===== src/rtl/pb_event_classifier.sv =====
// Push-button gesture classifier.
// Turns debounced press/release pulses into short-press, long-press and
// double-click event pulses, plus a hold level while a long press is held.
// One shared timer measures either hold time or the gap after a release.
module pb_event_classifier #(
    parameter int LONG_CYCLES = 1000,
    parameter int GAP_CYCLES  = 300,
    parameter int CNT_WIDTH   = $clog2(((LONG_CYCLES > GAP_CYCLES) ? LONG_CYCLES : GAP_CYCLES) + 1)
) (
    input  logic clk,
    input  logic rst_n,
    input  logic pressed_pulse,
    input  logic released_pulse,
    output logic short_press,
    output logic long_press,
    output logic double_click,
    output logic hold_active
);

    typedef enum logic [2:0] {
        S_IDLE,
        S_HELD,
        S_LONG_HELD,
        S_WAIT_SECOND,
        S_SECOND_HELD
    } state_t;

    // Timer values on the edge that fires the long-press / gap-timeout transition
    localparam logic [CNT_WIDTH-1:0] LONG_LIM = CNT_WIDTH'(LONG_CYCLES - 1);
    localparam logic [CNT_WIDTH-1:0] GAP_LIM  = CNT_WIDTH'(GAP_CYCLES - 1);

    state_t               state_q, state_d;
    logic [CNT_WIDTH-1:0] timer_q, timer_d;
    logic                 short_press_q, short_press_d;
    logic                 long_press_q, long_press_d;
    logic                 double_click_q, double_click_d;
    logic                 hold_active_q, hold_active_d;

    // Saturating increment: the state machine leaves the timed state at its
    // limit, so saturation only guards against an unexpected stall.
    function automatic logic [CNT_WIDTH-1:0] sat_inc(input logic [CNT_WIDTH-1:0] v);
        if (v == {CNT_WIDTH{1'b1}}) begin
            return v;
        end
        return v + CNT_WIDTH'(1);
    endfunction

    // Next-state, timer and event decode
    always_comb begin
        state_d        = state_q;
        timer_d        = '0;
        short_press_d  = 1'b0;
        long_press_d   = 1'b0;
        double_click_d = 1'b0;

        case (state_q)
            S_IDLE: begin
                // A lone release here is a leftover from a discarded gesture
                if (pressed_pulse) begin
                    state_d = S_HELD;
                end
            end
            S_HELD: begin
                // Release beats the long limit so a borderline press stays short
                if (released_pulse) begin
                    state_d = S_WAIT_SECOND;
                end else if (timer_q == LONG_LIM) begin
                    state_d      = S_LONG_HELD;
                    long_press_d = 1'b1;
                end
            end
            S_LONG_HELD: begin
                if (released_pulse) begin
                    state_d = S_IDLE;
                end
            end
            S_WAIT_SECOND: begin
                // A press on the timeout edge still counts as a double click
                if (pressed_pulse) begin
                    state_d = S_SECOND_HELD;
                end else if (timer_q == GAP_LIM) begin
                    state_d       = S_IDLE;
                    short_press_d = 1'b1;
                end
            end
            S_SECOND_HELD: begin
                if (released_pulse) begin
                    state_d        = S_IDLE;
                    double_click_d = 1'b1;
                end
            end
            default: begin
                state_d = S_IDLE;
            end
        endcase

        // Timer restarts on every state change and only runs in timed states
        if (state_d == state_q && (state_q == S_HELD || state_q == S_WAIT_SECOND)) begin
            timer_d = sat_inc(timer_q);
        end

        hold_active_d = (state_d == S_LONG_HELD);
    end

    // State, timer and registered outputs; reset drops any gesture silently
    always_ff @(posedge clk) begin
        if (!rst_n) begin
            state_q        <= S_IDLE;
            timer_q        <= '0;
            short_press_q  <= 1'b0;
            long_press_q   <= 1'b0;
            double_click_q <= 1'b0;
            hold_active_q  <= 1'b0;
        end else begin
            state_q        <= state_d;
            timer_q        <= timer_d;
            short_press_q  <= short_press_d;
            long_press_q   <= long_press_d;
            double_click_q <= double_click_d;
            hold_active_q  <= hold_active_d;
        end
    end

    assign short_press  = short_press_q;
    assign long_press   = long_press_q;
    assign double_click = double_click_q;
    assign hold_active  = hold_active_q;

endmodule


===== config.mk =====
export PLATFORM = sky130hd
export DESIGN_NAME = pb_event_classifier
export DESIGN_NICKNAME = d
export VERILOG_FILES = /design/src/rtl/pb_event_classifier.sv
export SDC_FILE = /design/constraint.sdc
export NUM_CORES = 1
export LEC_CHECK = 0
export CAP_MARGIN = 20
export CELL_PAD_IN_SITES_DETAIL_PLACEMENT = 0
export CELL_PAD_IN_SITES_GLOBAL_PLACEMENT = 2
export CORE_MARGIN = 8
export CORE_UTILIZATION = 36
export DETAILED_ROUTE_END_ITERATION = 7
export GPL_TIMING_DRIVEN = 1
export PLACE_DENSITY_LB_ADDON = 0.1
export SYNTH_ARGS = -nofsm -noshare
export SYNTH_HDL_FRONTEND = slang
export SYNTH_SLANG_ARGS = --single-unit

===== constraint.sdc =====
create_clock -name clk -period 5.4 [get_ports clk]
set_input_delay 1.08 -clock clk [delete_from_list [all_inputs] [get_ports clk]]
set_output_delay 1.08 -clock clk [all_outputs]
set_load 0.02 [all_outputs]

# After elaboration in Yosys (flattened, before gate mapping)
# Index checks and enable logic that the tools add are counted.
# Widths: inputs -> output; s select.
[op_classes]
add_sub_neg = 1
n_mul = 0
div = 0
n_lt_le_gt_ge = 0
n_eq_ne = 10
shift = 0
muxes = 13
bitwise = 3
reduce_logical = 8
[ops]
columns = ["operator", "n"]
rows = [
  ["$eq 10x10->1 const B", 2],
  ["$mux 3", 6],
  ["$pmux 3 s4", 1],
  ["$add 10x1->10 const B", 1],
  ["$eq 10x9->1 const B", 1],
  ["$mux 10", 1],
  ["$eq 3x2->1 const B", 3],
  ["$reduce_or 3->1", 2],
  ["$mux 1", 5],
  ["$reduce_and 2->1", 2],
  ["$eq 3x1->1 const B", 1],
  ["$eq 3x3->1", 1],
  ["$eq 3x3->1 const B", 1],
  ["$logic_not 3->1", 1],
  ["$not 1->1", 3],
  ["$ne 2x2->1 const B", 1],
  ["$reduce_or 2->1", 1],
  ["$logic_and 1x1->1", 1],
  ["$logic_or 1x1->1", 1],
]
[word_totals]
register_bits = 17
latch_bits = 0
mem_bits_rw = 0
mem_bits_ro = 0
in_bits = 4
out_inout_bits = 4
word_cells = 41
memories = 0

# Depth between registers and ports, before layout
# Gate-level depths: netlist of the first run.
[depth]
word_depth = 8
mapped_depth = 5
depth_no_buf = 5

# Worst setup path before layout of the first run
# OpenSTA, ideal clock, no wires.
[synth_path]
path_kind = "input-to-reg"
startpoint = "input released_pulse"
endpoint = "register timer_q[8]"
setup_time_ns = 0.138
t_arrival_ns = 2.117
required_ns = 5.262
slack_ns = 3.145
path_stages = 4
path_cell_list = "or3_1 -> o31a_2 -> nor3_4 -> a2111oi_0"
[synth_between]
elab_chain_cells = 5
elab_cells_between_ends = 6
classes_between = "eq/ne (1); mux (3); reduce/logical (2)"
[synth_lines]
columns = ["item", "line", "source"]
rows = [
  ["from (decl)", "13", "input logic released_pulse,"],
  ["$mux 3 (on tied branches)", "73, 87, 65", ""],
  ["$pmux 3 s4 *", "56", "case (state_q)"],
  ["$eq 3x3->1 *", "98", "if (state_d == state_q && (state_q == S_HELD || state_q == S_WAIT_SECOND)) begin"],
  ["$logic_and 1x1->1 *", "98", ""],
  ["$reduce_and 2->1 (no source line) *", "--", ""],
  ["to (signal assigned)", "116", "timer_q <= timer_d;"],
  ["to (decl)", "33", "logic [CNT_WIDTH-1:0] timer_q, timer_d;"],
]
# Mark *: on every way between the ends. The rest lies on a longest branch, timed or not.
# A chain may end at the register's enable or synchronous reset.

# Worst setup path after layout of the first run
# Same ends and word-level chain as after synthesis.

==> results of run 1 <==
## state kept, by name, summed over array words and instances, names as in the netlist
name and flops:
double_click 1, long_press 1, hold_active 1, timer_q 10, state_q 3, short_press 1
## routing by layer
layer,vias up,share of wire,track usage
li1,381,-,-
met2,7,0.44,0.137
met3,2,0.043,0.0279
met5,-,0,0
met4,0,0.0078,0.0572
met1,347,0.51,0.111
## worst max-delay path: stages
cell and delay (ns):
clkdlybuf4s50_1 0.51, or3_1 0.35, o31a_2 0.33, nor3_4 0.41, a2111oi_0 0.12
## worst min-delay path by stage
stage / start / to / slack [ns] / cells after the start
finish: state_q[2] / double_click / 0.52 / 2
global route: state_q[2] / double_click / 0.54 / 2
CTS: state_q[2] / double_click / 0.52 / 2
detailed placement: state_q[2] / double_click / 0.50 / 2
global placement: state_q[2] / double_click / 0.51 / 2
floorplan: state_q[2] / double_click / 0.46 / 2
## stage by stage
| step | util | setup WS [ns] | hold slack, ns | instance area (um^2) | instances |
|---|---|---|---|---|---|
| after global placement | 0.429 | 2.44 | 0.510 | 948 | 131 |
| after global routing | 0.441 | 2.64 | 0.537 | 975 | 135 |
| after detailed placement | 0.429 | 2.41 | 0.500 | 948 | 131 |
| after CTS | 0.441 | 2.72 | 0.518 | 975 | 135 |
| final | 0.441 | 2.74 | 0.517 | 975 | 135 |
| after floorplan | - | 3.14 | 0.464 | 843 | 96 |
## final cells by class
| type | instances | area (um^2) | area share |
|---|---|---|---|
| sequential | 17 | 340 | 0.349 |
| inverter | 3 | 11.3 | 0.0116 |
| tap | 28 | 35.0 | 0.0359 |
| clock buffer | 4 | 26.3 | 0.0270 |
| multi-input combinational | 76 | 492 | 0.504 |
| timing repair buffer | 7 | 70.1 | 0.0719 |
## kinds of logic (layout without fill, tap and decap cells)
kind of cell	Yosys count	count (layout)
compound gates	15	15
xor+xnor	3	3
fa+ha+maj	1	1
buf+inv	3	14
flops	17	17
mux	1	1
simple gates	56	56
## synthesized netlist by cell type, drive strengths merged (2+ instances only)
library cell  number
dfxtp             17
nor2              11
nor3              10
nand2              8
nand3              4
nor4               4
a21oi              3
and3               3
inv                3
nor4b              3
xor2               3
a211oi             2
and2               2
nand2b             2
nand4              2
## power groups by stage
stage | clock [W] | sequential, W | combinational (W)
6_report | 0.0000683 | 0.000130 | 0.0000227
5_1_grt | 0.0000765 | 0.000130 | 0.0000252
4_1_cts | 0.0000716 | 0.000130 | 0.0000232
3_5_place_dp | 0 | 0.000133 | 0.0000231
3_3_place_gp | 0 | 0.000133 | 0.0000230
2_1_floorplan | 0 | 0.000133 | 0.0000154
==> results.toml, run 1 <==
[final_layout]
nNetsFinal = 113
antenna_cells = 0
final_common_cell = "dfxtp_1"
drive_gt1_frac = 0.112
area_delta_synth_final_pct = 15.6
fillers = 237
layout_common_cells = "dfxtp_1, nor2_1, nor3_1, nand2_1, clkdlybuf4s50_1"

[worst_setup_path]
rrSetupSlack_ns = 3.35
worst_r2r_startpoint = "timer_q[0]"
cp-endpoint = "timer_q[8]"
crit_required_ns = 5.56
r2r_cells = 5
crit_arrival_ns = 2.81
r2r-end = "timer_q[8]"
cp_max_fo = 10
critPathLaunch = "released_pulse"
worstSetupPathType = "in2reg"
startpoint_type = "primary input"
worst_setup_path_end_kind = "flop"

[pwr]
powerDensity_nw_per_um2 = 227
switching_power_w = 0.0000550
p_clk_frac = 0.309
swShare = 0.249
vdd_drop_max_v = 0.000110
power_w = 0.000221
combPwrFrac = 0.103
p_leak_nw = 0.342
seq_power_share = 0.588
internal_power_w = 0.000166

[logic_synthesis]
synth_top_area_frac = 0.404
async_flop_share = 0
synth-seq-cells = 17
synth-seq-area-share = 0.404
syn_inst = 96
synthesis.area_um2 = 843
syn_area_per_cell_um2 = 8.78
synthAdderAreaFrac = 0.0148
synth_top_family_by_area = "simple AND/OR/NAND/NOR gates"
yosysWarningCount = 0
yosysUniqueCellTypes = 39
yosys.area.top_type = "dfxtp_1"
synth-compound-area-share = 0.141
ys_top_cells_by_area = "dfxtp_1, nor3_1, nor2_1"
synth_edf_count = 0
yosys.area_share.xor_xnor = 0.0312
synthMuxAreaShare = 0.0119
synthSimpleGateAreaFrac = 0.384
synthesis.nets = 101
synthFlopType = "dfxtp_1"

[clock_network]
clk_pin_slew_ns = 0.10
cts_root_buf = "clkbuf_4"
clock_path_buffers = 2
numCtsBuffers = 3
htree_levels = 1
cts_num_sinks = 17
hold_buffers = 0
post_cts_buffers = 0
post_cts_resize_count = 0
cts_tree = "done"
insertion_delay_ns = 0.28

[floorplan]
start_util = 0.381
fp-row-count = 17
die_h_um = 64.4
die_x_um = 64.4
core_um2 = 2210
ios = 8
die_area_um2 = 4150

[timing]
hold_violations = 0
fin_crit_ns = 2.66
tns_ns = 0
max_slew_margin = 0.460
drv_slew = 0
skew_ns = 0.00104
rsz0062_at_grt = "no"
tightest_slew_ns = 0.804
setup_viol = 0
fmax_mhz = 377
finalCritPeriodShare = 0.492

[routing]
vias = 737
dr.pass1.iters = 4
wl_per_cell_um = 13.3
first_iter_violations = 34
ant_nets = 0
routed_wl_mm = 1.80
drcViolationCount = 0
via_per_inst = 5.46

[global_routing]
grt_pass1_vias = 676
antenna_found_initial = 0
grt_max_degree = 11
grt_usage = 0.0913
grt_pass1_wl_mm = 3.02
grt_overflow = 0

[place]
portBuffers = 7
globalplace.congestion = 0.730
place_hpwl_mm = 1.31

[job]
drv_cap = 0

[run_status]
status = "completed"

[worst_hold_path]
hold_path_class = "reg2reg"
(Power assumes the default switching activity.)
==> inputs of run 2 (changes only) <==
Settings changed: CORE_UTILIZATION 36 to 33.
Clock period 5.4 ns to 2.5 ns, I/O delays scaled along.
==> results.toml, run 2 (same netlist as run 1, synthesis figures left out) <==
[run_status]
status = "completed"

[worst_hold_path]
hold_start = "state_q[2]"
hold_path_class = "reg2reg"

[clock_network]
hold_buffers = 0
clock_path_buffers = 2
insertion_delay_ns = 0.28
cts_num_sinks = 17
post_cts_resize_count = 0
cts_tree = "done"
cts_root_buf = "clkbuf_4"
clk_pin_slew_ns = 0.10
post_cts_buffers = 0
numCtsBuffers = 3
htree_levels = 1

[timing]
fmax_mhz = 480
whs_ns = 0.513
rsz0062_at_grt = "no"
finalWorstSetupSlack_ns = 0.416
drv_slew = 0
skew_ns = 0.00880
max_slew_margin = 0.664
fin_crit_ns = 2.08
setup_viol = 0
hold_violations = 0
tns_ns = 0
tightest_slew_ns = 0.504
finalCritPeriodShare = 0.834

[floorplan]
core_um2 = 2450
die_area_um2 = 4430
ios = 8
fp-row-count = 18
die_x_um = 66.6
die_h_um = 66.6
start_util = 0.344

[final_layout]
drive_gt1_frac = 0.128
nNetsFinal = 115
ff_latch_area_um2 = 340
antenna_cells = 0
multi_input_area_um2 = 492
top_regs = "timer_q: 10 flops, state_q: 3 flops"
fin_util = 0.404
fillers = 266
area_delta_synth_final_pct = 17.7
final_common_cell = "dfxtp_1"
largest_register_ffs = 10
layout_common_cells = "dfxtp_1, nor2_1, nor3_1, nand2_1, clkdlybuf4s50_1"
largest-register = "timer_q"
stdcell_count = 139

[global_routing]
grt_pass1_vias = 696
grt_pass1_wl_mm = 3.22
antenna_found_initial = 0
grt_usage = 0.0918
grt_overflow = 0
grt_max_degree = 11

[pwr]
powerDensity_nw_per_um2 = 479
vdd_drop_max_v = 0.000269
p_leak_nw = 0.352

[job]
drv_cap = 0

[routing]
via_per_inst = 5.37
dr.pass1.iters = 4
routed_wl_mm = 1.80
wl_per_cell_um = 13.0
vias = 746
drcViolationCount = 0
ant_nets = 0
first_iter_violations = 19

[worst_setup_path]
cp_max_fo = 10
critical-path-max-stage-delay_ns = 0.51
crit_required_ns = 2.65
cp-endpoint = "timer_q[3]"
r2r_cells = 5
worst_setup_path_end_kind = "flop"
path_cells = "ha_1, nand3_1, or4_4, a21oi_2, nor4_1"
startpoint_type = "flop"
crit_arrival_ns = 2.24
rrSetupSlack_ns = 0.42
r2r-end = "timer_q[3]"
worst_r2r_startpoint = "timer_q[0]"
critPathLaunch = "timer_q[0]"
worstSetupPathType = "reg2reg"
crit_slowest_cell = "or4_4"

[place]
post-place-cells = 135
pre_cts_slack_ns = 0.226
globalplace.congestion = 0.792
portBuffers = 7
place_hpwl_mm = 1.36
==> run 2: cell type report <==
cell class,instances,area share
Sequential cell,17,0.343
Inverter,3,0.0113
Tap cell,30,0.0378
Multi-Input combinational cell,76,0.496
Clock buffer,4,0.0265
Timing Repair Buffer,9,0.0858
==> run 2: worst min path at each step <==
stage | end | cells past startpoint
detailed placement | double_click | 2
global route | double_click | 2
floorplan | double_click | 2
global placement | double_click | 2
CTS | double_click | 2
finish | double_click | 2
==> run 2: through the flow <==
stage / power (W) / instance area [um^2]
2_1_floorplan: 0.000320 / 843
3_3_place_gp: 0.000338 / 966
3_5_place_dp: 0.000337 / 966
4_1_cts: 0.000485 / 992
5_1_grt: 0.000501 / 992
6_report: 0.000475 / 992
==> run 2: critical path: cells and delay by family, from the launching register on <==
family	cells	cell delay, ns
AO/OA/AOI/OAI	1	0.45
adder cells (fa/ha/maj)	1	0.25
flip-flops	1	0.37
AND/OR/NAND/NOR	3	0.89
==> run 2: where the power goes <==
part / switching, W / internal, W
combinational: 0.0000283 / 0.0000224
clock: 0.0000824 / 0.0000619
sequential: 0.00000533 / 0.000275
==> run 2: layer usage <==
| layer | global-route usage | part of all wire | wire length [um] |
|---|---|---|---|
| met5 | 0 | 0 | 0 |
| met4 | 0.0480 | 0.0083 | 15 |
| met3 | 0.0235 | 0.048 | 86 |
| met2 | 0.134 | 0.43 | 774 |
| met1 | 0.120 | 0.51 | 927 |
==> variant 1: new RTL, config.mk and constraints of run 1 <==
The parameter `GAP_CYCLES` goes from 300 to 150.
--- a/src/rtl/pb_event_classifier.sv
+++ b/src/rtl/pb_event_classifier.sv
@@ -6,3 +6,3 @@
     parameter int LONG_CYCLES = 1000,
-    parameter int GAP_CYCLES  = 300,
+    parameter int GAP_CYCLES  = 150,
     parameter int CNT_WIDTH   = $clog2(((LONG_CYCLES > GAP_CYCLES) ? LONG_CYCLES : GAP_CYCLES) + 1)
Check against the original RTL: no difference found for any inputs over 10 cycles, from zero or initial values and one cycle with rst_n low; that may be too few to reach the edited logic, so the function may still have changed.
==> variant 1 against run 1 <==
Final area increased by 3.3%. Sequential share of layout area decreased by 1.1 points. Highest routed layer unchanged. Synthesized cell count increased by 3.1%. Wire length increased by 3.3%. Critical path type unchanged. Setup slack improved by 0.082 ns. Sequential cell count unchanged. Area after synthesis increased by 3.4%. Core utilization decreased by 1.9 points. Power increased by 2.7%.
==> variant 1: results (changes against run 1) <==
* Antenna violations before repair at 0 (unchanged)
* Worst skew pair latency at 0.29 ns
* Mean area per synthesized cell at 8.81 um^2 (was 8.78 um^2)
* # diodes at 0 (unchanged)
* Max Used Layer: met4 (unchanged)
* Inst Count DP at 136 (was 131)
* GP Congestion at 0.754 (was 0.730)
* Synth area leaders: dfxtp_1 39%, nor2_1 6.5%, nor3_1 4.6% (was dfxtp_1 40%, nor3_1 5.3%, nor2_1 4.9%)
* DR pass1 iterations at 4 (unchanged)
* Metal-1 WL at 836 um (was 913 um)
* Max stage delay on crit path at 0.59 ns (was 0.51 ns)
* Post-cts resize count at 0 (unchanged)
* First-pass GRT wire length at 3170 um (was 3020 um)
* Status: finished clean (unchanged)
* Max H-tree Level at 1 (unchanged)
* CP max-delay cell: or4b_4 (was clkdlybuf4s50_1)
* Total GRT Usage at 9.38% (was 9.13%)
* Synth Flop Type: dfxtp_1 (unchanged)
* Crit path max-delay family: simple AND/OR/NAND/NOR gates (unchanged)
* TritonCTS buffer count at 3 (unchanged)
* Root buffer cell: clkbuf_4 (unchanged)
* Dpl hpwl at 1360 um (was 1310 um)
* Switching share of power at 26.0% (was 24.9%)
* Post-Syn Nets at 105 (was 101)
* Clock skew at 0.00556 ns (was 0.00104 ns)
* Leak pwr at 0.323 nW (was 0.342 nW)
* Area leader, netlist: dfxtp_1 (unchanged)
* Post-CTS setup buffer count at 0 (unchanged)
* Nets at 117 (was 113)
* Global routing usage on met2 at 15.3% (was 13.7%)
* Hold crit path type: reg -> reg (unchanged)
* Share of layout cells above drive strength 1 at 10.9% (was 11.2%)
* Sequential area share after synthesis at 39.0% (was 40.4%)
* WL met3 at 94 um (was 77 um)
* Vias in the first global route at 742 (was 676)
* Drt via density at 5.30 (was 5.46)
* CTS Buffer Depth at 2 (unchanged)
* Synth Warn # at 0 (unchanged)
* Largest net degree at the start of global routing at 11 (unchanged)
* CP arrival at 2.80 ns (was 2.81 ns)
* Drt wl/cell at 13.3 um (about the same)
* Slew headroom at 67.9% (was 46.0%)
* Max rail drop VDD at 98.7 uV (was 110 uV)
* Final WL at 1860 um (was 1800 um)
* Grt met3 use at 2.72% (was 2.79%)
* Commonest cells post-synth: 17 x dfxtp_1, 15 x nor2_1, 9 x nand2_1 (was 17 x dfxtp_1, 11 x nor2_1, 9 x nor3_1)
* Port Buf Inserts at 7 (unchanged)
* Largest registers: timer_q x10, state_q x3 (unchanged)
* Yosys cell types at 35 (was 39)
* Clk pin slew, worst setup/hold paths at 0.11 ns
* Synth async-reset ratio at 0% (unchanged)
* GRT met1 Usage at 10.3% (was 11.1%)
* Largest fanout on the critical path at 7 (was 10)
* Met2 WL at 912 um (was 793 um)
* Iteration-0 DRC Markers at 29 (was 34)
variant 1: tightest hold or removal path: stages, from the launching register on:
cell     delay (ns)
dfxtp_1        0.35
nand2_1        0.09
nor2_1         0.05
variant 1: power by group through the flow:
stage               logic [W]  clock network (W)  registers, W
finish              0.0000270          0.0000686      0.000131
global route        0.0000297          0.0000782      0.000132
CTS                 0.0000273          0.0000715      0.000131
detailed placement  0.0000271                  0      0.000134
global placement    0.0000275                  0      0.000134
floorplan           0.0000181                  0      0.000134
variant 1: layout make-up:
class / instances / area (um^2)
Timing Repair Buffer: 7 / 70.1
Inverter: 3 / 11.3
Multi-Input combinational cell: 79 / 520
Clock buffer: 3 / 22.5
Sequential cell: 17 / 340
Clock inverter: 1 / 5.00
Tap cell: 30 / 37.5
Fill cell: 275 / 1380
variant 1: final timing paths:
check | start | to | slack, ns | cells past startpoint
hold / removal | state_q[2]$_SDFF_PN0_ | double_click$_SDFF_PN0_ | 0.52 | 2
hold reg to reg | state_q[2]$_SDFF_PN0_ | double_click$_SDFF_PN0_ | 0.52 | 2
setup reg to reg | timer_q[0]$_SDFFE_PN0P_ | hold_active$_SDFF_PN0_ | 3.26 | 5
setup / recovery | released_pulse | hold_active$_SDFF_PN0_ | 2.83 | 4
variant 1: logic make-up (layout without fill, tap and decap cells):
group,after synthesis,in the layout,share of synthesized area [%]
muxes,3,3,3.59
AOI/OAI and AO/OA,15,15,14.2
xor gates and xnor gates,2,2,2.01
adders and majority gates,2,2,2.87
DFF,17,17,39.0
and+or+nand+nor,57,57,37.0
buffers and inverters,3,14,1.29
variant 1: per-stage QoR:
stage                     instance area (um^2)  setup WS (ns)
after floorplan                            872           3.18
after global placement                     980           2.54
after detailed placement                   980           2.52
after CTS                                 1010           2.84
after global routing                      1010           2.78
final                                     1010           2.83
==> variant 2: new RTL, config.mk and constraints of run 1 <==
Made on the original files. Add an input register stage for `pressed_pulse` and `released_pulse`, without a reset; this delays them by one clock.
--- a/src/rtl/pb_event_classifier.sv
+++ b/src/rtl/pb_event_classifier.sv
@@ -31,2 +31,10 @@
 
+    logic pressed_pulse_q;
+    logic released_pulse_q;
+
+    always_ff @(posedge clk) begin
+        pressed_pulse_q  <= pressed_pulse;
+        released_pulse_q <= released_pulse;
+    end
+
     state_t               state_q, state_d;
@@ -58,3 +66,3 @@
                 // A lone release here is a leftover from a discarded gesture
-                if (pressed_pulse) begin
+                if (pressed_pulse_q) begin
                     state_d = S_HELD;
@@ -64,3 +72,3 @@
                 // Release beats the long limit so a borderline press stays short
-                if (released_pulse) begin
+                if (released_pulse_q) begin
                     state_d = S_WAIT_SECOND;
@@ -72,3 +80,3 @@
             S_LONG_HELD: begin
-                if (released_pulse) begin
+                if (released_pulse_q) begin
                     state_d = S_IDLE;
@@ -78,3 +86,3 @@
                 // A press on the timeout edge still counts as a double click
-                if (pressed_pulse) begin
+                if (pressed_pulse_q) begin
                     state_d = S_SECOND_HELD;
@@ -86,3 +94,3 @@
             S_SECOND_HELD: begin
-                if (released_pulse) begin
+                if (released_pulse_q) begin
                     state_d        = S_IDLE;
Check against the original RTL: not equivalent (a bounded check fails within 10 cycles, from zero or initial values and one cycle with rst_n low).
==> variant 2 against run 1 <==
Combinational power shrank 49%. Setup slack gained 0.29 ns. Sequential cell count grew 2. Largest power group unchanged. Wire length shrank 8.3%. Power grew 4.4%. Global-route usage shrank 0.69 points. Final area shrank 0.13%. Area after synthesis shrank 0.30%.
==> variant 2: results (changes against run 1) <==
* Clock skew at 0.00504 ns (was 0.00104 ns)
* Metal-1 WL at 733 um (was 913 um)
* Sequential area share after synthesis at 45.2% (was 40.4%)
* Synth area leaders: dfxtp_1 45%, nor2_1 6.7%, mux2i_1 3.6% (was dfxtp_1 40%, nor3_1 5.3%, nor2_1 4.9%)
* Hold crit path type: reg -> reg (unchanged)
* Post-Syn Nets at 97 (was 101)
* Share of layout cells above drive strength 1 at 8.74% (was 11.2%)
* Synth async-reset ratio at 0% (unchanged)
* Max rail drop VDD at 106 uV (was 110 uV)
* Met2 WL at 780 um (was 793 um)
* Largest registers: timer_q x10, state_q x3 (unchanged)
* Dpl hpwl at 1180 um (was 1310 um)
* Area leader, netlist: dfxtp_1 (unchanged)
* Critical Path Start: rst_n (was released_pulse)
* Antenna violations before repair at 0 (unchanged)
* Leak pwr at 0.316 nW (was 0.342 nW)
* Synth Warn # at 0 (unchanged)
* Final WL at 1650 um (was 1800 um)
* Nets at 109 (was 113)
* Commonest cells post-synth: 19 x dfxtp_1, 15 x nor2_1, 8 x nand2_1 (was 17 x dfxtp_1, 11 x nor2_1, 9 x nor3_1)
* Post-CTS setup buffer count at 0 (unchanged)
* DR pass1 iterations at 4 (unchanged)
* TritonCTS buffer count at 3 (unchanged)
* Drt via density at 5.43 (was 5.46)
* Max H-tree Level at 1 (unchanged)
* Slew headroom at 62.5% (was 46.0%)
* Post-cts resize count at 0 (unchanged)
* Largest net degree at the start of global routing at 12 (was 11)
* Yosys cell types at 31 (was 39)
* Status: finished clean (unchanged)
* WL met3 at 87 um (was 77 um)
* Worst r2r path cells at 5 (unchanged)
* Largest fanout on the critical path at 10 (unchanged)
* GP Congestion at 0.746 (was 0.730)
* First-pass GRT wire length at 2790 um (was 3020 um)
* Hold depth at 2 (unchanged)
* Port Buf Inserts at 7 (unchanged)
* Total GRT Usage at 8.44% (was 9.13%)
* Root buffer cell: clkbuf_4 (unchanged)
* CP arrival at 2.59 ns (was 2.81 ns)
* # diodes at 0 (unchanged)
* Vias in the first global route at 626 (was 676)
* Max Used Layer: met4 (unchanged)
* Worst skew pair latency at 0.30 ns (was 0.28 ns)
* Iteration-0 DRC Markers at 24 (was 34)
* Crit path max-delay family: simple AND/OR/NAND/NOR gates (unchanged)
variant 2: cell type report:
class,count,area [um^2]
multi-input combinational,73,460
tap,28,35.0
clock inverter,1,5.00
fill,234,1240
timing repair buffer,7,70.1
sequential,19,380
clock buffer,3,22.5
variant 2: final timing paths:
kind | endpoint | slack, ns
hold reg to reg | double_click$_SDFF_PN0_ | 0.51
setup reg to reg | timer_q[2]$_SDFFE_PN0P_ | 3.41
setup / recovery | timer_q[7]$_SDFFE_PN0P_ | 3.04
hold / removal | double_click$_SDFF_PN0_ | 0.51
variant 2: cells by family (layout without fill, tap and decap cells):
| family | Yosys count | after routing | synth area share (%) |
|---|---|---|---|
| muxes | 3 | 3 | 3.57 |
| adders and majority gates | 1 | 1 | 1.49 |
| and+or+nand+nor | 52 | 52 | 33.9 |
| AOI/OAI and AO/OA | 16 | 16 | 14.7 |
| buffers and inverters | 0 | 11 | 0 |
| xor gates and xnor gates | 1 | 1 | 1.04 |
| DFF | 19 | 19 | 45.2 |
variant 2: per-stage QoR:
| stage | std cells | total power [W] | instance area (um^2) | hold WS, ns | setup slack [ns] |
|---|---|---|---|---|---|
| after floorplan | 92 | 0.000156 | 841 | 0.469 | 3.35 |
| after global placement | 127 | 0.000161 | 946 | 0.520 | 2.75 |
| after detailed placement | 127 | 0.000161 | 946 | 0.501 | 2.73 |
| after CTS | 131 | 0.000237 | 973 | 0.508 | 3.04 |
| after global routing | 131 | 0.000242 | 973 | 0.546 | 2.93 |
| final | 131 | 0.000231 | 973 | 0.506 | 3.04 |
variant 2: worst register-to-register path, stage by stage, from the launching register on:
cell and delay (ns):
dfxtp_1 0.41, ha_1 0.27, nand4_1 0.26, nor4_2 0.54, a2bb2oi_4 0.31, nor3_1 0.10
variant 2: metal layers:
layer | track usage [%] | up-vias
met5 | 0 | -
met4 | 6.54 | 0
met3 | 2.44 | 5
met2 | 12.9 | 16
met1 | 9.66 | 323
li1 | - | 367
variant 2: where the power goes:
group / switching, W / internal, W
logic: 0.00000539 / 0.00000622
clock network: 0.0000454 / 0.0000276
registers: 0.00000336 / 0.000143
